--- src/rtl/ic_pkg.sv ---
// ic_pkg -- shared icache fill types and geometry.
//   ADDR_BITS      : byte address width
//   LG_BYTES       : log2 of line size in bytes (16-byte line)
//   WORDS_PER_LINE : halfwords per line
//   ic_fill_t      : one fill beat, element i = halfword i of the half-line
//   ic_fill_state_t: line-fill responder FSM states
package ic_pkg;
  localparam int ADDR_BITS      = 32;
  localparam int LG_BYTES       = 4;
  localparam int WORDS_PER_LINE = 8;
  localparam int HALF_WORDS     = WORDS_PER_LINE / 2;
  localparam int LINE_BITS      = ADDR_BITS - LG_BYTES;

  typedef logic [HALF_WORDS-1:0][15:0] ic_fill_t;

  typedef enum logic [1:0] {IDLE, FETCH, DRAIN} ic_fill_state_t;
endpackage

--- src/rtl/ic_fill_buf.sv ---
// ic_fill_buf -- 8 x 16b line buffer with per-entry valid bits.
//   clk, rst_n          : clock, async active-low reset
//   clr                 : drop all valid bits (line finished)
//   wr_en/wr_idx/wr_data: write one halfword at its position in the line
//   rd_half             : which half-line rd_data shows
//   rd_data             : four halfwords of the selected half
//   half_done[h]        : all four halfwords of half h are valid
module ic_fill_buf
  import ic_pkg::*;
(
  input  logic        clk,
  input  logic        rst_n,
  input  logic        clr,
  input  logic        wr_en,
  input  logic [2:0]  wr_idx,
  input  logic [15:0] wr_data,
  input  logic        rd_half,
  output ic_fill_t    rd_data,
  output logic [1:0]  half_done
);
  logic [15:0] mem [WORDS_PER_LINE];
  logic        vld [WORDS_PER_LINE];

  for (genvar e = 0; e < WORDS_PER_LINE; e++) begin : g_ent
    always_ff @(posedge clk or negedge rst_n) begin
      if (!rst_n) begin
        mem[e] <= '0;
        vld[e] <= 1'b0;
      end else if (clr) begin
        vld[e] <= 1'b0;
      end else if (wr_en && wr_idx == 3'(e)) begin
        mem[e] <= wr_data;
        vld[e] <= 1'b1;
      end
    end
  end

  for (genvar h = 0; h < 2; h++) begin : g_half
    assign half_done[h] = vld[4*h] & vld[4*h+1] & vld[4*h+2] & vld[4*h+3];
  end

  for (genvar i = 0; i < HALF_WORDS; i++) begin : g_rd
    assign rd_data[i] = mem[{rd_half, 2'(i)}];
  end
endmodule

--- src/rtl/ic_fill_resp.sv ---
// ic_fill_resp -- icache line-fill responder.
// Takes one miss request, issues the 8 halfword reads of the line to memory
// (bounded by MAX_OUTSTANDING in flight), collects returns in ic_fill_buf and
// hands the line to the icache as two 4-halfword beats.
//   req_valid/req_ready/req_addr : miss request (halfword address)
//   fill_valid/fill_ready        : beat handshake
//   fill_data/fill_half/fill_last: beat payload, line half, final beat
//   mem_rd/mem_addr/mem_ack      : read issue (issued when mem_rd && mem_ack)
//   mem_rvalid/mem_rdata         : in-order read return, no backpressure
// Build option: define IC_FILL_CWF_EN for critical-word-first order; without
// it the line is always fetched from halfword 0 and delivered half 0 first.
module ic_fill_resp
  import ic_pkg::*;
#(
  parameter int MAX_OUTSTANDING = 8
) (
  input  logic                 clk,
  input  logic                 rst_n,
  input  logic                 req_valid,
  output logic                 req_ready,
  input  logic [ADDR_BITS-1:1] req_addr,
  output logic                 fill_valid,
  input  logic                 fill_ready,
  output ic_fill_t             fill_data,
  output logic                 fill_half,
  output logic                 fill_last,
  output logic                 mem_rd,
  output logic [ADDR_BITS-1:1] mem_addr,
  input  logic                 mem_ack,
  input  logic                 mem_rvalid,
  input  logic [15:0]          mem_rdata
);
  localparam logic [3:0] MAX_OS = 4'(MAX_OUTSTANDING);

  ic_fill_state_t       state, state_nxt;
  logic [LINE_BITS-1:0] line_q;
  logic [2:0]           start_hw, start_q;
  logic [3:0]           issue_cnt, os_cnt;
  logic [2:0]           ret_cnt;
  logic                 beat_q;
  logic                 accept, issue, ret, beat_hs, last_hs, cur_half;
  ic_fill_t             buf_data;
  logic [1:0]           half_done;

`ifdef IC_FILL_CWF_EN
  assign start_hw = req_addr[LG_BYTES-1:1];
`else
  logic unused_start;
  assign unused_start = ^req_addr[LG_BYTES-1:1];
  assign start_hw     = '0;
`endif

  assign accept   = req_valid && req_ready;
  assign issue    = mem_rd && mem_ack;
  // returns with nothing in flight are strays from an abandoned line
  assign ret      = mem_rvalid && (os_cnt != '0);
  // first beat is the half holding the start halfword
  assign cur_half = start_q[2] ^ beat_q;
  assign beat_hs  = fill_valid && fill_ready;
  assign last_hs  = beat_hs && beat_q;
  // 3-bit sum wraps the read sequence inside the line
  assign mem_addr = {line_q, 3'(start_q + issue_cnt[2:0])};

  always_ff @(posedge clk or negedge rst_n) begin
    if (!rst_n) state <= IDLE;
    else        state <= state_nxt;
  end

  always_comb begin
    state_nxt = state;
    case (state)
      IDLE:    if (req_valid) state_nxt = FETCH;
      FETCH:   if (issue && issue_cnt == 4'd7) state_nxt = DRAIN;
      DRAIN:   if (last_hs) state_nxt = IDLE;
      default: state_nxt = IDLE;
    endcase
  end

  always_comb begin
    req_ready  = (state == IDLE);
    mem_rd     = (state == FETCH) && (os_cnt < MAX_OS);
    fill_valid = (state != IDLE) && half_done[cur_half];
    fill_data  = fill_valid ? buf_data : '0;
    fill_half  = fill_valid & cur_half;
    fill_last  = fill_valid & beat_q;
  end

  always_ff @(posedge clk or negedge rst_n) begin
    if (!rst_n) begin
      line_q    <= '0;
      start_q   <= '0;
      issue_cnt <= '0;
      ret_cnt   <= '0;
      os_cnt    <= '0;
      beat_q    <= 1'b0;
    end else begin
      if (accept) begin
        line_q    <= req_addr[ADDR_BITS-1:LG_BYTES];
        start_q   <= start_hw;
        issue_cnt <= '0;
        ret_cnt   <= '0;
        beat_q    <= 1'b0;
      end
      if (issue) issue_cnt <= issue_cnt + 4'd1;
      if (ret)   ret_cnt   <= ret_cnt + 3'd1;
      case ({issue, ret})
        2'b10:   os_cnt <= os_cnt + 4'd1;
        2'b01:   os_cnt <= os_cnt - 4'd1;
        default: ;
      endcase
      // toggles back to 0 on the last beat
      if (beat_hs) beat_q <= ~beat_q;
    end
  end

  // returns are in issue order, so the k-th return lands at start + k
  ic_fill_buf u_buf (
    .clk       (clk),
    .rst_n     (rst_n),
    .clr       (last_hs),
    .wr_en     (ret),
    .wr_idx    (3'(start_q + ret_cnt)),
    .wr_data   (mem_rdata),
    .rd_half   (cur_half),
    .rd_data   (buf_data),
    .half_done (half_done)
  );
endmodule

--- config.mk ---
export PLATFORM = sky130hd
export DESIGN_NAME = ic_fill_resp
export DESIGN_NICKNAME = d
export VERILOG_FILES = /design/src/rtl/ic_pkg.sv /design/src/rtl/ic_fill_buf.sv /design/src/rtl/ic_fill_resp.sv
export SDC_FILE = /design/constraint.sdc
export NUM_CORES = 1
export LEC_CHECK = 0
export ABC_AREA = 1
export CORE_MARGIN = 2
export CORE_UTILIZATION = 50
export CTS_CLUSTER_SIZE = 20
export DETAILED_ROUTE_END_ITERATION = 8
export MAX_ROUTING_LAYER = met4
export PLACE_DENSITY = 0.82
export SLEW_MARGIN = 20
export SYNTH_ARGS = -nofsm -noshare
export SYNTH_HDL_FRONTEND = slang
export SYNTH_SLANG_ARGS = --single-unit
--- constraint.sdc ---
create_clock -name clk -period 2.3 [get_ports clk]
set_input_delay 0.46 -clock clk [delete_from_list [all_inputs] [get_ports clk]]
set_output_delay 0.46 -clock clk [all_outputs]
set_load 0.01 [all_outputs]
Yosys cells after proc, flatten, opt, wreduce, memory -nomap -nowiden --
Index checks and enable logic that the tools add are counted.
Cells by class: eq/ne operators 15, add/sub/neg operators 4, bitwise gates (word level) 13, reductions and logical operators 41, magnitude comparators 6, muxes and demuxes 42
Operators with widths (count):
- $bmux 16 s3 | 4
- $mux 16 | 8
- $mux 64 | 1
- $reduce_bool 2->1 | 13
- $mux 1 | 20
- $ge 4x4->1 const B | 4
- $logic_and 1x1->1 | 16
- $not 3->4 | 4
- $reduce_and 2->1 | 8
- $eq 3x3->1 const B | 4
- $add 4x1->4 const B | 2
- $mux 4 | 2
- $pmux 4 s2 | 1
- $and 1x1->1 | 7
- $eq 3x2->1 const B | 2
- $mux 2 | 3
- $mux 3 | 2
- $ne 2x2->1 const B | 3
- $pmux 2 s3 | 1
- $eq 2x1->1 const B | 2
- $eq 2x2->1 const B | 2
- $eq 4x3->1 const B | 1
- $lt 4x4->1 const B | 1
- $reduce_bool 4->1 | 1
- other kinds (8) | 9
Word-level totals: bits of input ports 53, register bits after elaboration 178, logic and storage cells 143

Longest topological paths before layout --
word-level depth 10, depth in mapped cells 14, mapped depth without buffers 13

Cells and area by module --
Synthesis repeated with hierarchy kept, for this count alone.
Second synthesis, totals: cells, all modules 1033, area, all modules 8689.6 µm²
Modules (own cells, without submodules):
- ic_fill_buf | instances 1, seq. area each 3403.3 µm², cells an instance 680, area each 6268.5 µm²
- ic_fill_resp | instances 1, seq. area each 1051.0 µm², cells an instance 353, area each 2421.1 µm²

Least setup slack after synthesis --
Ideal clock, no wire load.
kind register to register, from reg os_cnt[0], to reg os_cnt[2], cell stages (with the launch flop) 14, setup time 0.082 ns, required time 2.218 ns, setup slack 0.150 ns, data arrival time 2.068 ns, period minus slack after synthesis 2.150 ns, cell sequence dfrtp_1 -> nor2_1 -> nand3_1 -> nand2_2 -> buf_6 -> inv_1 -> ha_1 -> nand2_1 -> inv_1 -> nor2_1 -> ha_1 -> a21oi_1 -> or2_2 -> a31oi_1
On the way: longest elaborated chain between the ends 5
RTL lines:
- start: declaration | line ic_fill_resp.sv:38 | logic [3:0] issue_cnt, os_cnt;
- start signal: assignment | line ic_fill_resp.sv:107 | 2'b10: os_cnt <= os_cnt + 4'd1;
- start signal: assignment | line ic_fill_resp.sv:108 | 2'b01: os_cnt <= os_cnt - 4'd1;
- $lt 4x4->1 | line ic_fill_resp.sv:81 | mem_rd = (state == FETCH) && (os_cnt < MAX_OS);
- $logic_and 1x1->1 | line ic_fill_resp.sv:81
- $logic_and 1x1->1 | line ic_fill_resp.sv:54 | assign issue = mem_rd && mem_ack;
- $eq 2x1->1 / $eq 2x2->1 (equally long branches) | line ic_fill_resp.sv:106 | case ({issue, ret})
- $pmux 4 s2 / $reduce_bool 2->1 (equally long branches)
Parallel ways exist; a longest one is shown, timed or not. A chain may end at the register's enable or synchronous reset.

==> impl_results.md <==
* Hold path startpoint: u_buf.mem[12]
* DPL Wire Length at 14680 um
* Clk root buf: clkbuf_16
* Tightest Hold Check Type: reg2reg
* Capture point of the worst reg-to-reg path: os_cnt[2]
* Critical path fanouts, max at 27
* Critical-path cell list: nand4_1, nand2_2, nand3_4, buf_12, a21oi_1, clkdlybuf4s15_2
* Drt first pass iters at 5
* Cell Rows at between 40 and 50
* # DRC at 0
* Max Cap Viol at 0
* H-tree levels at 4
* Core area at around 17000 um2
* I/O Pins at approximately 150
* Share of flip-flops with an asynchronous set or reset at 100.0%
* Global route overflow at 0
* Nets at roughly 1200
* Initial cell density of the core at between 50% and 60%
* Register bit total from synthesis at around 180
* RSZ-0062 raised after global routing: true
* Clk Latency, worst-skew pair at approximately 430 ps
* CP top delay family: buffers and inverters
* Primary FF master, synth: dfrtp_1
* Clk buf depth at 2
* Number of unique standard cell types used by synthesis at 32
* Clock sinks at around 180
* Port Buf Inserts at about 150
* Area delta synth->final at 27.04%
* Average cell area after synthesis at slightly above 8 um2
* Yosys Warn Count at 0
* DP Area at slightly above 10000 um2
* Syn Std Cell Area at ~8500 um2
* Setup Viol. Count Final at 0
* Via count at 7585
* First-pass GRT wire length at ~38000 um
* Routed vias/inst at roughly 5.4
* Worst setup SP type: flop
* Setup tns final at 0 ps
* Finished Cell Area at ~11000 um2
* Switching power at around 5.9 mW
* Max_slew headroom at between 50 and 60%
* Largest net degree at the start of global routing at 67
* Seq pwr share at ~37%
* Fin. max-slew vios at 0
* Number of flops mapped to enable cells by yosys at 0
* Worst endpoint required time at approximately 1800 ps
* Share of layout cells above drive strength 1 at roughly 16%
* CP Capture Type: output pin
* Top cells by area, synth: dfrtp_1, nand2_1, nand3_1
* Die X at 134.2 um
* Worst-path clk slew at 70 ps
* Most common cell in the synthesized netlist: nand2_1
* R2R Path Start: state[0]
* Peak VDD IR at 0.6928 mV
* Final ANT Viol Nets at 0
* Yosys top cell area share at between 50 and 60%
* Final Skew at between 6 and 7 ps
* WL/cell at 16.79 um
* DRT iter0 DRCs at 834
* Bufs and invs on worst path at 2
* CP max stage cell: dfrtp_1
* Post-Synthesis Cells at 1050
* Clock share of power at just under 20%
* Min Clock Period, post-route at 2257 ps
* DIE AREA at 18000 um2
* Status: completed
* Initial antenna violation count at 0
* Final period util at between 90% and 100%
* FF-to-FF path depth at 11
* Largest stage delay on the critical path at ~360 ps
* Drt total wl at about 24000 um
* Final worst slack at 42.64 ps
* Post-synth top cells: nand2_1, dfrtp_1, nand3_1, a21oi_1, clkbuf_1
* Reg2reg setup slack at roughly 270 ps
* Post-synthesis sequential area ratio at a little over half
* Total GRT Usage at between 20% and 30%
* CP arrival at 1800 ps
* Vias in the first global route at roughly 7300
* Num CTS Buffers at 17
* Crit path kind: reg2out
* Static Leakage at 5.410 nW
* Pint at 8.775 mW
* PwrDens at about 1400 nW/um2
* Die height at approximately 130 um
* Worst setup startpoint: u_buf.vld[1]
* Switching share of power at 40.14%
* Combinational power share at between 40 and 50%
* Yosys top cell by area: dfrtp_1
* Hold Crit Endpoint: u_buf.mem[12]
* Post-Syn Nets at ~1100
* Antenna diodes at 0
* Hold Path Cell Cnt at 2
* Placer Congestion at approximately 0.85
* Final Hold Fails at 0
* Pre-CTS setup slack at -17.96 ps
* Max Clock Freq at about 440 MHz
* TritonCTS clock tree: yes
* Worst slew pin tran at 638.3 ps
## timing repair
action	4_1_cts	5_1_grt
setup endpoints to repair	67	73
gates resized for setup	241	34
hold buffers	1	0
pin swaps	2	6
setup buffers	2	2
endpoints found under the hold margin	41	0
cloned	1	0
## per-stage QoR
step	power (mW)	hold WS, ps	std cells	utilization, %
after global placement	11.30	442.4	1367	60.69
after floorplan	9.039	164.4	1050	-
after detailed placement	11.55	447.4	1367	60.69
final	14.66	471.7	1402	64.91
after CTS	14.66	473.5	1401	65.23
after global routing	15.60	484.2	1402	64.91
## final cells by class
type	instances	area (um2)
fillers	1356	5819
clock buffers	21	460.4
multi-input cells	769	3669
inverters	23	88.84
repair buffers	182	1709
flip-flops and latches	178	4456
well taps	220	275.3
clock inverters	9	106.4
## worst min-delay path, delay by kind of cell (launching register included)
family        cells  cell delay [ps]
simple gates      2              100
flops             1              340
## metal layers
layer | global-route usage, % | wire, um
met1 | 37.05 | 9860
met2 | 42.60 | 11440
met3 | 4.724 | 1670
met4 | 9.474 | 569
met5 | - | 0
## flip-flops by register name, summed over array words and instances, names as in the netlist
name,flops
u_buf.vld,8
u_buf.mem,128
ret_cnt,3
issue_cnt,4
line_q,28
state,2
os_cnt,4
beat_q,1
## layout by cell type, fill, tap and decap left out, types with 3 or more instances in the layout
cell | netlist | routed
nand4_1 | 5 | 5
a21oi_2 | 0 | 40
dlygate4sd2_1 | 0 | 5
nor2_4 | 4 | 5
inv_1 | 21 | 20
buf_2 | 22 | 26
nand2_2 | 2 | 4
nand2_1 | 510 | 508
buf_4 | 9 | 21
dfrtp_1 | 178 | 177
clkdlybuf4s50_1 | 0 | 81
clkinvlp_4 | 0 | 3
ha_1 | 10 | 10
o21ai_0 | 4 | 4
nor2_8 | 3 | 3
nand2_4 | 7 | 7
clkbuf_2 | 0 | 11
a21oi_1 | 66 | 21
a21oi_4 | 0 | 5
buf_12 | 1 | 10
nand3_1 | 138 | 137
clkinv_2 | 0 | 3
nor2_1 | 7 | 7
clkbuf_16 | 0 | 17
clkdlybuf4s15_2 | 0 | 23
## worst max-delay path by stage
| stage | slack (ps) | cells after the start | to |
|---|---|---|---|
| 3_3_place_gp | 60 | 6 | u_buf.mem[48] |
| 2_1_floorplan | 150 | 13 | os_cnt[2] |
| 5_1_grt | -40 | 6 | fill_data[19] |
| 3_5_place_dp | -20 | 10 | os_cnt[2] |
| 6_report | 40 | 6 | fill_data[59] |
| 4_1_cts | -8 | 7 | fill_data[9] |
## power groups by stage
stage	logic, mW	registers (mW)	clock network (mW)
global placement	5.95	5.35	0
detailed placement	6.15	5.41	0
global route	7.04	5.55	3.00
finish	6.41	5.40	2.85
CTS	6.41	5.38	2.87
floorplan	3.71	5.33	0
## logic make-up after synthesis
group | after synthesis | synth area share, %
buffers and inverters | 103 | 6.940
AOI/OAI and AO/OA | 76 | 4.637
DFF | 178 | 52.57
and+or+nand+nor | 681 | 34.17
xor gates and xnor gates | 2 | 0.2068
adders and majority gates | 10 | 1.477
Power figures use the tool's default switching activity.
